`src/rtl/fft_input_framer.sv`:
```
// fft_input_framer: collects N samples into a register buffer at bit-reversed
// addresses, then drains the buffer in natural address order over a
// valid/ready handshake. Loading and draining alternate on a single buffer.
module fft_input_framer #(
   parameter int N  = 8,
   parameter int DW = 8,
   parameter int AW = $clog2(N)
) (
   input  logic          clk,
   input  logic          rst_n,
   input  logic          ena,
   input  logic [DW-1:0] in_data,
   input  logic          in_valid,
   output logic          in_ready,
   output logic [DW-1:0] out_data,
   output logic [AW-1:0] out_idx,
   output logic          out_valid,
   input  logic          out_ready,
   output logic          out_last,
   output logic          overrun
);

   typedef enum logic {
      LOAD  = 1'b0,
      DRAIN = 1'b1
   } state_t;

   localparam logic [AW-1:0] LAST_IDX = AW'(N - 1);

   state_t        state_q, state_d;
   logic [AW-1:0] wr_cnt_q, wr_cnt_d;
   logic [AW-1:0] rd_cnt_q, rd_cnt_d;
   logic          overrun_q, overrun_d;
   logic [DW-1:0] mem_q [N];
   logic [DW-1:0] mem_d [N];
   logic [AW-1:0] wr_addr;
   logic          accept;
   logic          xfer;

   // Write address is the load count with its bits mirrored
   generate
      for (genvar gi = 0; gi < AW; gi++) begin : g_bitrev
         assign wr_addr[gi] = wr_cnt_q[AW-1-gi];
      end
   endgenerate

   // Handshake outputs are pure decodes of state gated by the enable
   assign in_ready  = ena && (state_q == LOAD);
   assign out_valid = ena && (state_q == DRAIN);
   assign out_last  = out_valid && (rd_cnt_q == LAST_IDX);
   assign out_idx   = rd_cnt_q;
   assign out_data  = mem_q[rd_cnt_q];
   assign overrun   = overrun_q;

   assign accept = in_valid && in_ready;
   assign xfer   = out_valid && out_ready;

   // Next-state: counters, buffer write, phase changes and sticky overrun
   always_comb begin
      state_d   = state_q;
      wr_cnt_d  = wr_cnt_q;
      rd_cnt_d  = rd_cnt_q;
      overrun_d = overrun_q;
      mem_d     = mem_q;
      if (accept) begin
         mem_d[wr_addr] = in_data;
         wr_cnt_d       = wr_cnt_q + AW'(1);
         if (wr_cnt_q == LAST_IDX) begin
            state_d = DRAIN;
         end
      end
      if (xfer) begin
         rd_cnt_d = rd_cnt_q + AW'(1);
         if (out_last) begin
            state_d = LOAD;
         end
      end
      // A sample offered while draining is dropped and flagged
      if (in_valid && ena && (state_q == DRAIN)) begin
         overrun_d = 1'b1;
      end
   end

   // Control state register
   always_ff @(posedge clk or negedge rst_n) begin
      if (!rst_n) begin
         state_q   <= LOAD;
         wr_cnt_q  <= '0;
         rd_cnt_q  <= '0;
         overrun_q <= 1'b0;
      end else begin
         state_q   <= state_d;
         wr_cnt_q  <= wr_cnt_d;
         rd_cnt_q  <= rd_cnt_d;
         overrun_q <= overrun_d;
      end
   end

   // One register per buffer entry, cleared by reset so a partial frame is lost
   generate
      for (genvar gi = 0; gi < N; gi++) begin : g_mem
         always_ff @(posedge clk or negedge rst_n) begin
            if (!rst_n) begin
               mem_q[gi] <= '0;
            end else begin
               mem_q[gi] <= mem_d[gi];
            end
         end
      end
   endgenerate

endmodule

```
`config.mk`:
```
export PLATFORM = sky130hd
export DESIGN_NAME = fft_input_framer
export DESIGN_NICKNAME = d
export VERILOG_FILES = /design/src/rtl/fft_input_framer.sv
export SDC_FILE = /design/constraint.sdc
export NUM_CORES = 1
export LEC_CHECK = 0
export CAP_MARGIN = 20
export CORE_MARGIN = 2
export CORE_UTILIZATION = 58
export CTS_CLUSTER_DIAMETER = 50
export CTS_CLUSTER_SIZE = 30
export DETAILED_ROUTE_END_ITERATION = 10
export GPL_ROUTABILITY_DRIVEN = 0
export GPL_TIMING_DRIVEN = 1
export PLACE_DENSITY = 0.8
export SLEW_MARGIN = 20
export SYNTH_ARGS = -nofsm -noshare
export SYNTH_HDL_FRONTEND = slang
export SYNTH_SLANG_ARGS = --single-unit
```
`constraint.sdc`:
```
create_clock -name clk -period 2.39 [get_ports clk]
set_input_delay 0.478 -clock clk [delete_from_list [all_inputs] [get_ports clk]]
set_output_delay 0.478 -clock clk [all_outputs]
set_load 0.05 [all_outputs]
```
## Yosys cells after proc, flatten, opt, wreduce, memory -nomap -nowiden

Index checks and enable logic that the tools add are counted.

| storage, ports and cells | value |
|---|---|
| bits in registers | 72 |
| output and inout bits | 15 |
| word-level logic and storage cells | 40 |

| operators by class | value |
|---|---|
| add/subtract/negate cells | 2 |
| magnitude comparators | 3 |
| eq/ne operators | 2 |
| muxes and demuxes | 10 |
| bitwise gates (word level) | 3 |
| reductions and logical operators | 8 |

Operators by type and width:

| operator | number |
|---|---|
| 64-bit bitwise mux | 1 |
| 8-bit binary-select mux with 3-bit select | 1 |
| 8-bit demux with 3-bit select | 1 |
| 8-bit two-way mux | 3 |
| 4-bit >= comparator, second input constant | 2 |
| 1-bit logical AND | 8 |
| 3-bit NOT with 4-bit output | 2 |
| 3-bit by 1-bit adder with 3-bit output, second input constant | 2 |
| 3-bit == test, second input constant | 2 |
| 4-bit by 1-bit < comparator with 1-bit output, second input constant | 1 |
| 1-bit two-way mux | 4 |
| 1-bit NOT | 1 |

## Depth between registers and ports, before layout

| logic depth | value |
|---|---|
| depth in word-level cells | 6 |
| mapped depth | 5 |

## Worst setup path before layout

OpenSTA, ideal clock, no wires.

| timing | value |
|---|---|
| path type | register to output |
| start point | register rd_cnt_q[0] (netlist: out_idx[0]) |
| end point | output out_data[0] |
| arrival | 1.906 ns |
| data required time | 1.912 ns |
| path slack | 0.006 ns |
| stages on the path, launching flop included | 5 |
| path through | dfrtp_1 > buf_6 > buf_12 > mux4_1 > mux2_2 |

| between the ends | value |
|---|---|
| word-level cells in the longest chain between the ends | 4 |

RTL lines:

| element | RTL line | source |
|---|---|---|
| from (decl) | 32 | `logic [AW-1:0] rd_cnt_q, rd_cnt_d;` |
| from (signal assigned) | 94 | `rd_cnt_q <= rd_cnt_d;` |
| 3-bit NOT with 4-bit output (not written as such) | 52 | `assign out_data = mem_q[rd_cnt_q];` |
| 8-bit binary-select mux with 3-bit select | 52 |  |
| 8-bit two-way mux (not written as such) (2 in series) | 52 |  |
| to (decl) | 15 | `output logic [DW-1:0] out_data,` |

No other way between the ends. The select of a mux whose other input is x is not followed.

## Worst setup path after layout

| timing | value |
|---|---|
| start point | register rd_cnt_q[0] (netlist: out_idx[0]) |
| end point | output out_data[7] |

Same word-level chain as after synthesis.

==> qor.txt <==
outcome: finished, violations left
violated checks: negative setup slack
Via density: 6.120
WL final: 7350 µm
GR Overflow Total: 0
cell row count: 27
ant diodes: 0
Starting Density: 0.6103
synthesis-stage register bit count: 72
worst path arrival time: 1.94 ns
Post-Synth Adder-Cell Area: 0.02942
worst-path fanout max: 5
Switching Power: 0.002435 W
Clk Latency, worst-skew pair: 0.35 ns
root buf cell: clkbuf_8
main combinational cell family by area after synthesis: multiplexers
Final Hold Viols: 0
post-route minimum period: 2.416 ns
Crit Reg-Reg Endpoint: mem_q[24]
core box area: 5574 µm²
hold_sp: overrun
Hold WS: 0.4719 ns
Worst Hold Class: reg2reg
# setup viols final: 3
Ports: 28
pwr/cell area: 1598 nW/µm²
Max Slew Vio Count: 0
Compound-Gate Fraction of Synth Area: 0.006988
crit path kind: reg2out
Worst Hold Endpoint: overrun
startpoint types: register
die height: 80.59 µm
unique cell type count in the Yosys netlist: 26
Worst VDD drop: 1132 µV
clk_skew: 0.01032 ns
dpl cell area: 3836 µm²
Max Fclk: 414.0 MHz
max incr delay on CP: 0.50 ns
fin area: 4174 µm²
Initial DRC Count: 130
Critical R2R Launch: state_q
Final #Nets: 276
fin crit share: 1.011
number of warnings issued by yosys: 0
reg2reg path depth: 3
RSZ-0062 raised after global routing: yes
Mapped Area: 3402 µm²
post-synthesis sequential area ratio: 0.5296
sequential power share: 0.342
first-pass detailed-route iteration total: 4
slowest CP cell: mux4_2
Crit path required time: 1.91 ns
clock network fraction of design power: 0.158
initial antenna violation count: 0
mux cell area share after synthesis: 0.3707
Worst Max-Slew Pin Slew: 0.4941 ns
Static Leak: 1.863 nW
hold-critical path depth: 1
All-Layer GR Usage: 0.2608
PortBufs: 27
Synth Area in Simple Gates: 0.03678
largest net degree at the start of global routing: 40
internal power: 0.004233 W
DRC: 0
dpl hpwl: 4751 µm
die area: 6494 µm²
DRT antenna net count: 0
share of cells above drive strength 1: 0.5769
chip width: 80.59 µm
max_slew headroom: 0.6696
synthesized instance count: 206
Sink Count: 72
setup slack at placement: 0.1554 ns
Comb power frac: 0.500
area growth from synthesis to layout: 22.69%
vias in the first global route: 2,223
switching portion of total power: 0.3652
filler cell count: 335
TritonCTS clock tree: yes
clock buffer count from CTS: 9
# Max-Cap Violations: 0
Reg2Reg Setup Slack: 0.70 ns
Synth Area in XOR/XNOR: 0.005149
PnR worst setup slack: -0.02558 ns
post-synth net total: 227
first-pass GRT wire length: 11,930 µm
Critical Path Sink Type: primary output
H-tree Lvls: 3
CP Cell Sequence: buf_6 -> buf_12 -> mux4_2 -> mux2_4 -> buf_8
clk slew on worst S/H paths: 0.07 ns
Syn Area/Cell: 16.51 µm²
vias post-DR: 2,032
clock tree buffer depth: 2
post-detailed-route wirelength per cell: 22.14 µm
## final cells by class
| class | count | area [µm²] | area share |
|---|---|---|---|
| clock inverter | 7 | 96.34 | 0.02308 |
| sequential | 72 | 1805 | 0.4326 |
| clock buffer | 9 | 123.9 | 0.02968 |
| multi-input combinational | 123 | 1506 | 0.3609 |
| tap | 72 | 90.09 | 0.02158 |
| timing repair buffer | 46 | 540.5 | 0.1295 |
| inverter | 3 | 11.26 | 0.002698 |
## synthesized netlist by cell type
cell type  count  area [µm²]
a21oi_1        1       5.000
dfrtp_1       72        1802
and2_1         1       6.260
nand3b_1       3       22.52
xnor2_1        2       17.52
mux4_1        15       394.1
a31oi_1        1       6.260
mux4_2         1       22.52
nand2_1        3       11.26
buf_1          2       7.510
mux2_2        75       844.6
buf_4          1       7.510
nand3_2        2       20.02
buf_12         1       20.02
inv_1          3       11.26
and4_1         1       8.760
nor2b_1        1       6.260
nand4_2        1       12.51
buf_2          3       15.01
nand2b_1       1       6.260
ha_1           8       100.1
buf_6          1       11.26
o21ai_0        1       5.000
nor2_2         4       25.02
a21o_1         1       7.510
and3_1         1       6.260
## logic make-up (layout without fill, tap and decap cells)
group / after synthesis / in the layout
mux: 91 / 91
flops: 72 / 72
simple gates: 18 / 18
buf+inv: 11 / 65
fa+ha+maj: 8 / 8
compound gates: 4 / 4
xor+xnor: 2 / 2
## sequential cells by signal (all words and copies together), names as in the netlist
signal	count
out_idx	3
overrun	1
mem_q	64
state_q	1
wr_cnt_q	3
## power by group through the flow
stage	Clock, W	Combinational [W]	Sequential, W
4_1_cts	0.00107	0.00342	0.00227
2_1_floorplan	0	0.00205	0.00213
3_3_place_gp	0	0.00265	0.00216
5_1_grt	0.00114	0.00353	0.00235
3_5_place_dp	0	0.00277	0.00224
6_report	0.00106	0.00333	0.00228
## cell usage in the layout, fill, tap and decap left out, drive strengths merged, types with 3 or more instances in the layout
cell type and instances:
nor2 4, dfrtp 72, nand3b 3, clkdlybuf4s50 13
mux4 16, ha 8, nand2 3, buf 32
inv 3, clkinvlp 3, mux2 75, clkbuf 9
## metal layers
metal | track usage | share of wire | vias up
met5 | 0 | 0 | -
met4 | 0.08814 | 0.019 | 0
met3 | 0.07079 | 0.049 | 16
met2 | 0.4417 | 0.52 | 73
met1 | 0.3243 | 0.41 | 1073
li1 | - | - | 870
## repair_timing
item	CTS	global route
hold buffers	1	0
endpoints found under the hold margin	3	0
setup buffers	4	0
endpoints found under the setup margin	9	9
gates cloned	2	0
resized for setup	46	1
## worst max-delay path: cells and delay by family, from the launching register on
family	cells	cell delay, ns
buffers and inverters	3	0.41
DFF	1	0.38
muxes	2	0.80
## per-stage QoR
step	cells	TNS (ns)	power, W	util
4_1_cts	333	-0.1326	0.006757	0.7535
3_3_place_gp	310	0	0.004813	0.6882
2_1_floorplan	206	0	0.004184	-
3_5_place_dp	310	0	0.005007	0.6882
5_1_grt	332	-0.4992	0.007008	0.7488
6_report	332	-0.03596	0.006669	0.7488
## how the worst max path moves through the flow
stage	start	slack, ns	end	cells past startpoint
finish	out_idx[0]	-0.03	out_data[7]	5
global route	out_idx[0]	-0.09	out_data[7]	5
CTS	out_idx[0]	-0.04	out_data[7]	5
detailed placement	in_valid	0.16	mem_q[29]	3
global placement	out_idx[2]	0.23	out_data[3]	3
floorplan	out_idx[0]	0.006	out_data[0]	4
No activity file was read; power rests on OpenSTA's default activity.
